<file path="src/rtl/buzzer_arbiter_pkg.sv">
// Shared definitions for the buzzer arbiter slice.
// Contents: mode encodings, requester indices, the rest note code, the arbiter
// state encoding, and a helper that maps a mode to the requesters it allows.
package buzzer_arbiter_pkg;

  typedef enum logic [1:0] {
    MODE_MENU = 2'b00,
    MODE_FREE = 2'b01,
    MODE_AUTO = 2'b10,
    MODE_LERN = 2'b11
  } mode_e;

  localparam int REQ_FREE = 0;
  localparam int REQ_AUTO = 1;
  localparam int REQ_LERN = 2;
  localparam int NUM_REQ  = 3;

  localparam int NOTE_REST = 0;

  typedef enum logic [1:0] {
    ST_IDLE = 2'd0,
    ST_PLAY = 2'd1,
    ST_GAP  = 2'd2
  } arb_state_e;

  // Requesters that the given mode lets onto the buzzer.
  // LERN mode also admits FREE so the player can play along.
  function automatic logic [NUM_REQ-1:0] mode_mask(input logic [1:0] mode);
    logic [NUM_REQ-1:0] m;
    m = '0;
    case (mode)
      MODE_FREE: m[REQ_FREE] = 1'b1;
      MODE_AUTO: m[REQ_AUTO] = 1'b1;
      MODE_LERN: begin
        m[REQ_LERN] = 1'b1;
        m[REQ_FREE] = 1'b1;
      end
      default:   m = '0;
    endcase
    return m;
  endfunction

endpackage

</file>
<file path="src/rtl/buzzer_arbiter_if.sv">
// Bus between the note sources / mode FSM and the buzzer arbiter.
// Signals:
//   mode     mode FSM state (MENU/FREE/AUTO/LERN)
//   req      per-requester note request, [0] FREE, [1] AUTO, [2] LERN
//   note_in  per-requester note code, slice i = requester i
//   grant    one-hot current owner
//   note_out note to the tone generator
//   note_vld tone generator enable
//   busy     arbiter not idle
// Modports: master = sources side, slave = arbiter side.
interface buzzer_arbiter_if #(
  parameter int NOTE_W = 4
);
  logic [1:0]          mode;
  logic [2:0]          req;
  logic [3*NOTE_W-1:0] note_in;
  logic [2:0]          grant;
  logic [NOTE_W-1:0]   note_out;
  logic                note_vld;
  logic                busy;

  modport master (
    output mode, req, note_in,
    input  grant, note_out, note_vld, busy
  );

  modport slave (
    input  mode, req, note_in,
    output grant, note_out, note_vld, busy
  );
endinterface

</file>
<file path="src/rtl/buzzer_arb_pick.sv">
// Combinational owner selection for the buzzer arbiter.
// Ports:
//   elig          eligible requesters (req gated by mode)
//   rr_ptr        round-robin start index (used only with BUZZER_ARB_RR_EN)
//   owner         current one-hot owner, 0 when none
//   winner        one-hot selected requester, 0 when none eligible
//   hipri_pending an eligible requester outranks the still-eligible owner
// Build option BUZZER_ARB_RR_EN: round-robin in order FREE->AUTO->LERN and
// no preemption; otherwise fixed priority FREE > LERN > AUTO.
module buzzer_arb_pick
  import buzzer_arbiter_pkg::*;
(
  input  logic [2:0] elig,
  input  logic [1:0] rr_ptr,
  input  logic [2:0] owner,
  output logic [2:0] winner,
  output logic       hipri_pending
);

`ifdef BUZZER_ARB_RR_EN
  always_comb begin
    winner = '0;
    case (rr_ptr)
      2'd1: begin
        if      (elig[REQ_AUTO]) winner[REQ_AUTO] = 1'b1;
        else if (elig[REQ_LERN]) winner[REQ_LERN] = 1'b1;
        else if (elig[REQ_FREE]) winner[REQ_FREE] = 1'b1;
      end
      2'd2: begin
        if      (elig[REQ_LERN]) winner[REQ_LERN] = 1'b1;
        else if (elig[REQ_FREE]) winner[REQ_FREE] = 1'b1;
        else if (elig[REQ_AUTO]) winner[REQ_AUTO] = 1'b1;
      end
      default: begin
        if      (elig[REQ_FREE]) winner[REQ_FREE] = 1'b1;
        else if (elig[REQ_AUTO]) winner[REQ_AUTO] = 1'b1;
        else if (elig[REQ_LERN]) winner[REQ_LERN] = 1'b1;
      end
    endcase
  end

  // Round-robin owners are never preempted.
  assign hipri_pending = 1'b0;

  logic unused_owner;
  assign unused_owner = ^owner;
`else
  always_comb begin
    winner = '0;
    if      (elig[REQ_FREE]) winner[REQ_FREE] = 1'b1;
    else if (elig[REQ_LERN]) winner[REQ_LERN] = 1'b1;
    else if (elig[REQ_AUTO]) winner[REQ_AUTO] = 1'b1;
  end

  // The winner is the top-ranked eligible requester, so if the owner is still
  // eligible and did not win, something of higher rank is waiting.
  assign hipri_pending = (|(elig & owner)) && (winner != owner);

  logic unused_rr;
  assign unused_rr = ^rr_ptr;
`endif

endmodule

</file>
<file path="src/rtl/buzzer_arbiter.sv">
// Buzzer arbiter: shares the single tone path between the FREE, AUTO and
// LERN note sources. Gates requests by mode, picks one owner, enforces a
// minimum note hold and a silent gap on every owner release.
// Ports:
//   clk  system clock
//   rst  synchronous active-high reset
//   bus  buzzer_arbiter_if.slave (mode, req, note_in in; grant, note_out,
//        note_vld, busy out; all outputs registered)
// Build option BUZZER_ARB_RR_EN selects round-robin picking (see buzzer_arb_pick).
//
// state | meaning
// IDLE  | no owner, arbitrates eligible requests every cycle
// PLAY  | owner drives the buzzer, hold counter running
// GAP   | silent spacer after a release, counts gap_cnt down to 0
module buzzer_arbiter
  import buzzer_arbiter_pkg::*;
#(
  parameter int NOTE_W       = 4,
  parameter int MIN_HOLD_CYC = 2_000_000,
  parameter int GAP_CYC      = 500_000,
  parameter int CNT_W        = 24
) (
  input  logic             clk,
  input  logic             rst,
  buzzer_arbiter_if.slave  bus
);

  arb_state_e        state;
  logic [2:0]        grant_q;
  logic [NOTE_W-1:0] note_q;
  logic              vld_q;
  logic              busy_q;
  logic [CNT_W-1:0]  hold_cnt;
  logic [CNT_W-1:0]  gap_cnt;
  logic [1:0]        rr_ptr;

  logic [2:0]        elig;
  logic [2:0]        winner;
  logic              hipri_pending;
  logic              own_req;
  logic              own_ok;
  logic              hold_done;
  logic              leave_play;
  logic [NOTE_W-1:0] win_note;
  logic [NOTE_W-1:0] own_note;

  assign elig    = bus.req & mode_mask(bus.mode);
  assign own_req = |(grant_q & bus.req);
  assign own_ok  = |(grant_q & mode_mask(bus.mode));

  // hold_cnt counts PLAY edges after the grant edge, so comparing hold_cnt+1
  // keeps note_vld high for exactly MIN_HOLD_CYC cycles on a short press.
  assign hold_done = ({1'b0, hold_cnt} + 1'b1) >= (CNT_W+1)'(MIN_HOLD_CYC);

  // Mode loss releases at once; otherwise release needs the hold, then either
  // the owner letting go or a higher-ranked requester waiting.
  assign leave_play = !own_ok || (hold_done && (!own_req || hipri_pending));

  buzzer_arb_pick u_pick (
    .elig          (elig),
    .rr_ptr        (rr_ptr),
    .owner         (grant_q),
    .winner        (winner),
    .hipri_pending (hipri_pending)
  );

  always_comb begin
    win_note = '0;
    own_note = '0;
    for (int i = 0; i < NUM_REQ; i++) begin
      if (winner[i])  win_note = bus.note_in[i*NOTE_W +: NOTE_W];
      if (grant_q[i]) own_note = bus.note_in[i*NOTE_W +: NOTE_W];
    end
  end

  always_ff @(posedge clk) begin
    if (rst) begin
      state    <= ST_IDLE;
      grant_q  <= '0;
      note_q   <= NOTE_W'(NOTE_REST);
      vld_q    <= 1'b0;
      busy_q   <= 1'b0;
      hold_cnt <= '0;
      gap_cnt  <= '0;
      rr_ptr   <= 2'(REQ_FREE);
    end else begin
      case (state)
        ST_IDLE: begin
          if (|elig) begin
            state    <= ST_PLAY;
            grant_q  <= winner;
            note_q   <= win_note;
            vld_q    <= 1'b1;
            busy_q   <= 1'b1;
            hold_cnt <= '0;
            rr_ptr   <= winner[REQ_FREE] ? 2'(REQ_AUTO) :
                        winner[REQ_AUTO] ? 2'(REQ_LERN) : 2'(REQ_FREE);
          end
        end
        ST_PLAY: begin
          if (hold_cnt < CNT_W'(MIN_HOLD_CYC)) hold_cnt <= hold_cnt + 1'b1;
          if (leave_play) begin
            state   <= ST_GAP;
            grant_q <= '0;
            note_q  <= NOTE_W'(NOTE_REST);
            vld_q   <= 1'b0;
            gap_cnt <= CNT_W'(GAP_CYC);
          end else if (own_req) begin
            note_q <= own_note;
          end
        end
        ST_GAP: begin
          // A load of 0 or 1 both give a single gap cycle.
          if (gap_cnt <= CNT_W'(1)) begin
            state   <= ST_IDLE;
            busy_q  <= 1'b0;
            gap_cnt <= '0;
          end else begin
            gap_cnt <= gap_cnt - 1'b1;
          end
        end
        default: begin
          state   <= ST_IDLE;
          grant_q <= '0;
          note_q  <= NOTE_W'(NOTE_REST);
          vld_q   <= 1'b0;
          busy_q  <= 1'b0;
        end
      endcase
    end
  end

  assign bus.grant    = grant_q;
  assign bus.note_out = note_q;
  assign bus.note_vld = vld_q;
  assign bus.busy     = busy_q;

endmodule

</file>
<file path="src/flat_wrapper.sv">
// flat-port wrapper written by rule: the top's interface ports become plain ports
module buzzer_arbiter_flat import buzzer_arbiter_pkg::*;
#(
  parameter int NOTE_W       = 4,
  parameter int MIN_HOLD_CYC = 2_000_000,
  parameter int GAP_CYC      = 500_000,
  parameter int CNT_W        = 24
)
  (clk, rst, bus_mode, bus_req, bus_note_in, bus_grant, bus_note_out, bus_note_vld, bus_busy);
  buzzer_arbiter_if #(.NOTE_W(NOTE_W)) bus_i ();
  input  logic clk;
  input  logic rst;
  input wire logic [$bits(bus_i.mode)-1:0] bus_mode;
  input wire logic [$bits(bus_i.req)-1:0] bus_req;
  input wire logic [$bits(bus_i.note_in)-1:0] bus_note_in;
  output wire logic [$bits(bus_i.grant)-1:0] bus_grant;
  output wire logic [$bits(bus_i.note_out)-1:0] bus_note_out;
  output wire logic [$bits(bus_i.note_vld)-1:0] bus_note_vld;
  output wire logic [$bits(bus_i.busy)-1:0] bus_busy;
  assign bus_i.mode = bus_mode;
  assign bus_i.req = bus_req;
  assign bus_i.note_in = bus_note_in;
  assign bus_grant = bus_i.grant;
  assign bus_note_out = bus_i.note_out;
  assign bus_note_vld = bus_i.note_vld;
  assign bus_busy = bus_i.busy;
  buzzer_arbiter #(.NOTE_W(NOTE_W), .MIN_HOLD_CYC(MIN_HOLD_CYC), .GAP_CYC(GAP_CYC), .CNT_W(CNT_W)) u_core (.clk(clk), .rst(rst), .bus(bus_i));
endmodule
</file>
<file path="config.mk">
export PLATFORM = sky130hd
export DESIGN_NAME = buzzer_arbiter_flat
export DESIGN_NICKNAME = d
export VERILOG_FILES = /design/src/rtl/buzzer_arbiter_pkg.sv /design/src/rtl/buzzer_arbiter_if.sv /design/src/rtl/buzzer_arb_pick.sv /design/src/rtl/buzzer_arbiter.sv /design/src/flat_wrapper.sv
export SDC_FILE = /design/constraint.sdc
export NUM_CORES = 1
export LEC_CHECK = 0
export ABC_AREA = 1
export CORE_ASPECT_RATIO = 1.25
export CORE_UTILIZATION = 45
export DETAILED_ROUTE_END_ITERATION = 16
export PLACE_DENSITY = 0.72
export SYNTH_ARGS = -nofsm -noshare
export SYNTH_HDL_FRONTEND = slang
export SYNTH_SLANG_ARGS = --single-unit
export TNS_END_PERCENT = 100
</file>
<file path="constraint.sdc">
create_clock -name clk -period 2.05 [get_ports clk]
set_clock_uncertainty 0.1 [all_clocks]
set_input_delay 0.3075 -clock clk [delete_from_list [all_inputs] [get_ports clk]]
set_output_delay 0.3075 -clock clk [all_outputs]
set_load 0.01 [all_outputs]
</file>
==> metrics.yaml <==
status:
  status: "complete, but fails checks"
  violations: "negative setup slack"
min_path:
  hp-class: "reg -> reg"
die:
  start_util: 0.465
  die_y_um: 108
  core.rowCount: 38
  fp.dieW_um: 86.9
  io_pins: 28
  die_area_mm2: 0.00939
  core_mm2: 0.00870
detailed_routing:
  first_iter_violations: 238
  wl_um: 12400
  dr.pass1.iters: 5
  wl_met2_um: 6680
  vias_per_cell: 5.31
  drc: 0
  post_drt_wl_per_cell_um: 14.3
  vias: 4600
  met3_length_um: 438
  topRoutingLayerUsed: "met4"
  ant_nets: 0
  met1_length_um: 4940
synth:
  syn_area_mm2: 0.00405
  synth_cells: 600
  yosysSeqAreaShare: 0.292
  yosysWarnings: 0
  synth.distinct_cells: 39
  syn_area_per_cell_um2: 6.75
  ys_ff_latch: 59
  syn_nets: 623
finish:
  final_common_cell: "nand2_1"
  final_cell_count_no_fill: 866
  nFillCells: 691
  regArea_mm2: 0.00122
  layout.nets: 764
  drive_above_1_share: 0.375
  layout_common_cells: "nand2_1, buf_4, inv_1, nor2_1, nand3_1"
  multi_input_area_mm2: 0.00280
  antenna_cells: 0
  syn_to_final_growth_pct: 44.1
global_route:
  antenna_found_initial: 0
  grt_max_degree: 45
  grt_use_total: 0.266
  grt_pass1_wl_um: 19700
  grt.overflow.total: 0
  grt_pass1_vias: 4433
pwr:
  netSwitchingFraction: 0.449
  p_clk_frac: 0.122
  irDropWorstVdd_mv: 0.540
  p_switching_mw: 3.46
  power.internal_mw: 4.24
  seqPwrFrac: 0.233
  p_total_mw: 7.70
  power_density_mw_per_mm2: 1320
  power_frac_comb: 0.645
  power_leakage_nw: 2.52
placement:
  numPortBuffers: 27
  dpl.hpwl_um: 8620
  dp_slack_ns: -0.497
  placed_cells: 828
  place.gp.congestion: 0.954
timing:
  final-hold-violation-count: 0
  fmax_mhz: 441
  fin_ws_ns: -0.218
  fin_crit_sh: 1.11
  fin_crit_ns: 2.27
  grt_setup_unrepaired: "true"
  slew_headroom: 0.545
  worst_pin_slew_ns: 0.682
  drv_slew: 0
  setup_viol: 34
clock_tree:
  cts_hold_buf: 0
  cts_tree: "done"
  clk_latency_ns: 0.36
  clk_path_buf_depth: 2
  htreeDepth: 3
  clockRootBuffer: "clkbuf_8"
  clk_pin_slew_ns: 0.08
  cts_made_buffers: 9
  cts.sinks: 59
setup_path:
  critPathKind: "reg -> reg"
  start_kind: "flip-flop"
  arrival_ns: 2.37
  required_ns: 2.15
  worstPathMaxFanout: 8
  endpoint_kind: "flip-flop"
job:
  maxCapViolations: 0
## metrics by stage
stage                      util  area, um^2  TNS [ns]  hold WS (ns)
after detailed placement  0.590        5140    -23.41         0.364
after global placement    0.590        5140    -19.28         0.353
after CTS                 0.642        5590     -4.74         0.345
after floorplan               -        4080         0         0.354
after global routing      0.671        5840    -10.30         0.384
final                     0.671        5840     -6.10         0.370
## cell families (layout without fill, tap and decap cells)
kind of cell	count (synthesis)	in the layout	synth area share
AOI/OAI and AO/OA	118	118	0.185
xor gates and xnor gates	13	13	0.0281
adders and majority gates	4	4	0.0124
buffers and inverters	87	232	0.0893
DFF	59	59	0.292
and+or+nand+nor	319	320	0.393
## critical path, cell delays in order (launching register included)
cell	delay, ns
dfxtp_4	0.38
ha_4	0.15
nand3_4	0.10
inv_6	0.11
nand2_8	0.07
nor2_8	0.12
nand2_2	0.06
nand2_1	0.06
nand2_1	0.06
nor2_1	0.08
nand2_1	0.09
a21oi_2	0.19
nand2_4	0.10
nand2_4	0.09
nand2_8	0.09
buf_12	0.15
nand3_2	0.06
a21oi_2	0.05
## power by group through the flow
stage | Clock, mW | Sequential [mW] | Combinational, mW
detailed placement | 0 | 1.77 | 4.02
finish | 0.940 | 1.79 | 4.97
CTS | 0.943 | 1.77 | 4.55
global route | 0.995 | 1.83 | 5.41
floorplan | 0 | 1.74 | 2.41
global placement | 0 | 1.76 | 3.90
## path summary, 6_finish.rpt
kind	to	cells past startpoint	start	slack [ns]
max	u_core.gap_cnt[2]	17	u_core.hold_cnt[1]	-0.22
min	u_core.bus.note_vld	2	u_core.bus.note_vld	0.37
max reg2reg	u_core.gap_cnt[2]	17	u_core.hold_cnt[1]	-0.22
min reg2reg	u_core.bus.note_vld	2	u_core.bus.note_vld	0.37
## Yosys cell counts
cell / number / area, um^2
nand2_1: 124 / 465
inv_1: 68 / 255
nor2_1: 68 / 255
dfxtp_1: 59 / 1180
nand3_1: 46 / 230
a21oi_1: 36 / 180
o21ai_0: 29 / 145
a21oi_2: 25 / 219
nand3_2: 16 / 160
nor3_1: 14 / 70.1
clkbuf_1: 12 / 45.0
nand4_1: 12 / 75.1
nand2_2: 11 / 68.8
a211oi_1: 9 / 67.6
xor2_1: 7 / 61.3
nand2_4: 6 / 67.6
xnor2_1: 6 / 52.6
nor2_4: 5 / 56.3
a31oi_1: 4 / 25.0
ha_1: 4 / 50.1
nor2_2: 4 / 25.0
nor4_1: 4 / 25.0
nand3b_1: 3 / 22.5
o211a_1: 3 / 30.0
o211ai_1: 3 / 22.5
o21ai_1: 3 / 15.0
buf_12: 2 / 40.0
buf_2: 2 / 10.0
clkinv_1: 2 / 7.51
nor2_8: 2 / 40.0
o21bai_1: 2 / 15.0
o31ai_1: 2 / 15.0
a21boi_0: 1 / 7.51
and3_1: 1 / 6.26
inv_2: 1 / 3.75
nor4_2: 1 / 12.5
o221ai_1: 1 / 8.76
or2_1: 1 / 6.26
or2_2: 1 / 6.26
## registers in the layout, summed over array words and instances, names as in the netlist
name                 cells
u_core.bus.note_vld      1
u_core.gap_cnt          24
u_core.bus.note_out      4
u_core.state             2
u_core.bus.busy          1
u_core.bus.grant         3
u_core.hold_cnt         24
## layer usage
| metal | GRT usage | vias to the layer above |
|---|---|---|
| li1 | - | 2281 |
| met5 | 0 | - |
| met2 | 0.502 | 116 |
| met4 | 0.123 | 0 |
| met1 | 0.289 | 2167 |
| met3 | 0.0351 | 36 |
## area by class of cell
cell class,instances,area share
Clock buffer,13,0.0255
Clock inverter,3,0.00257
Inverter,71,0.0465
Multi-Input combinational cell,455,0.480
Sequential cell,59,0.209
Tap cell,120,0.0257
Timing Repair Buffer,145,0.211
## timing repair
action | 4_1_cts | 5_1_grt
gates resized for setup | 58 | 48
gates cloned | 1 | 1
pin swaps | 12 | 27
buffers inserted | 11 | 9
endpoints found under the setup margin | 47 | 52
Power figures use the tool's default switching activity.
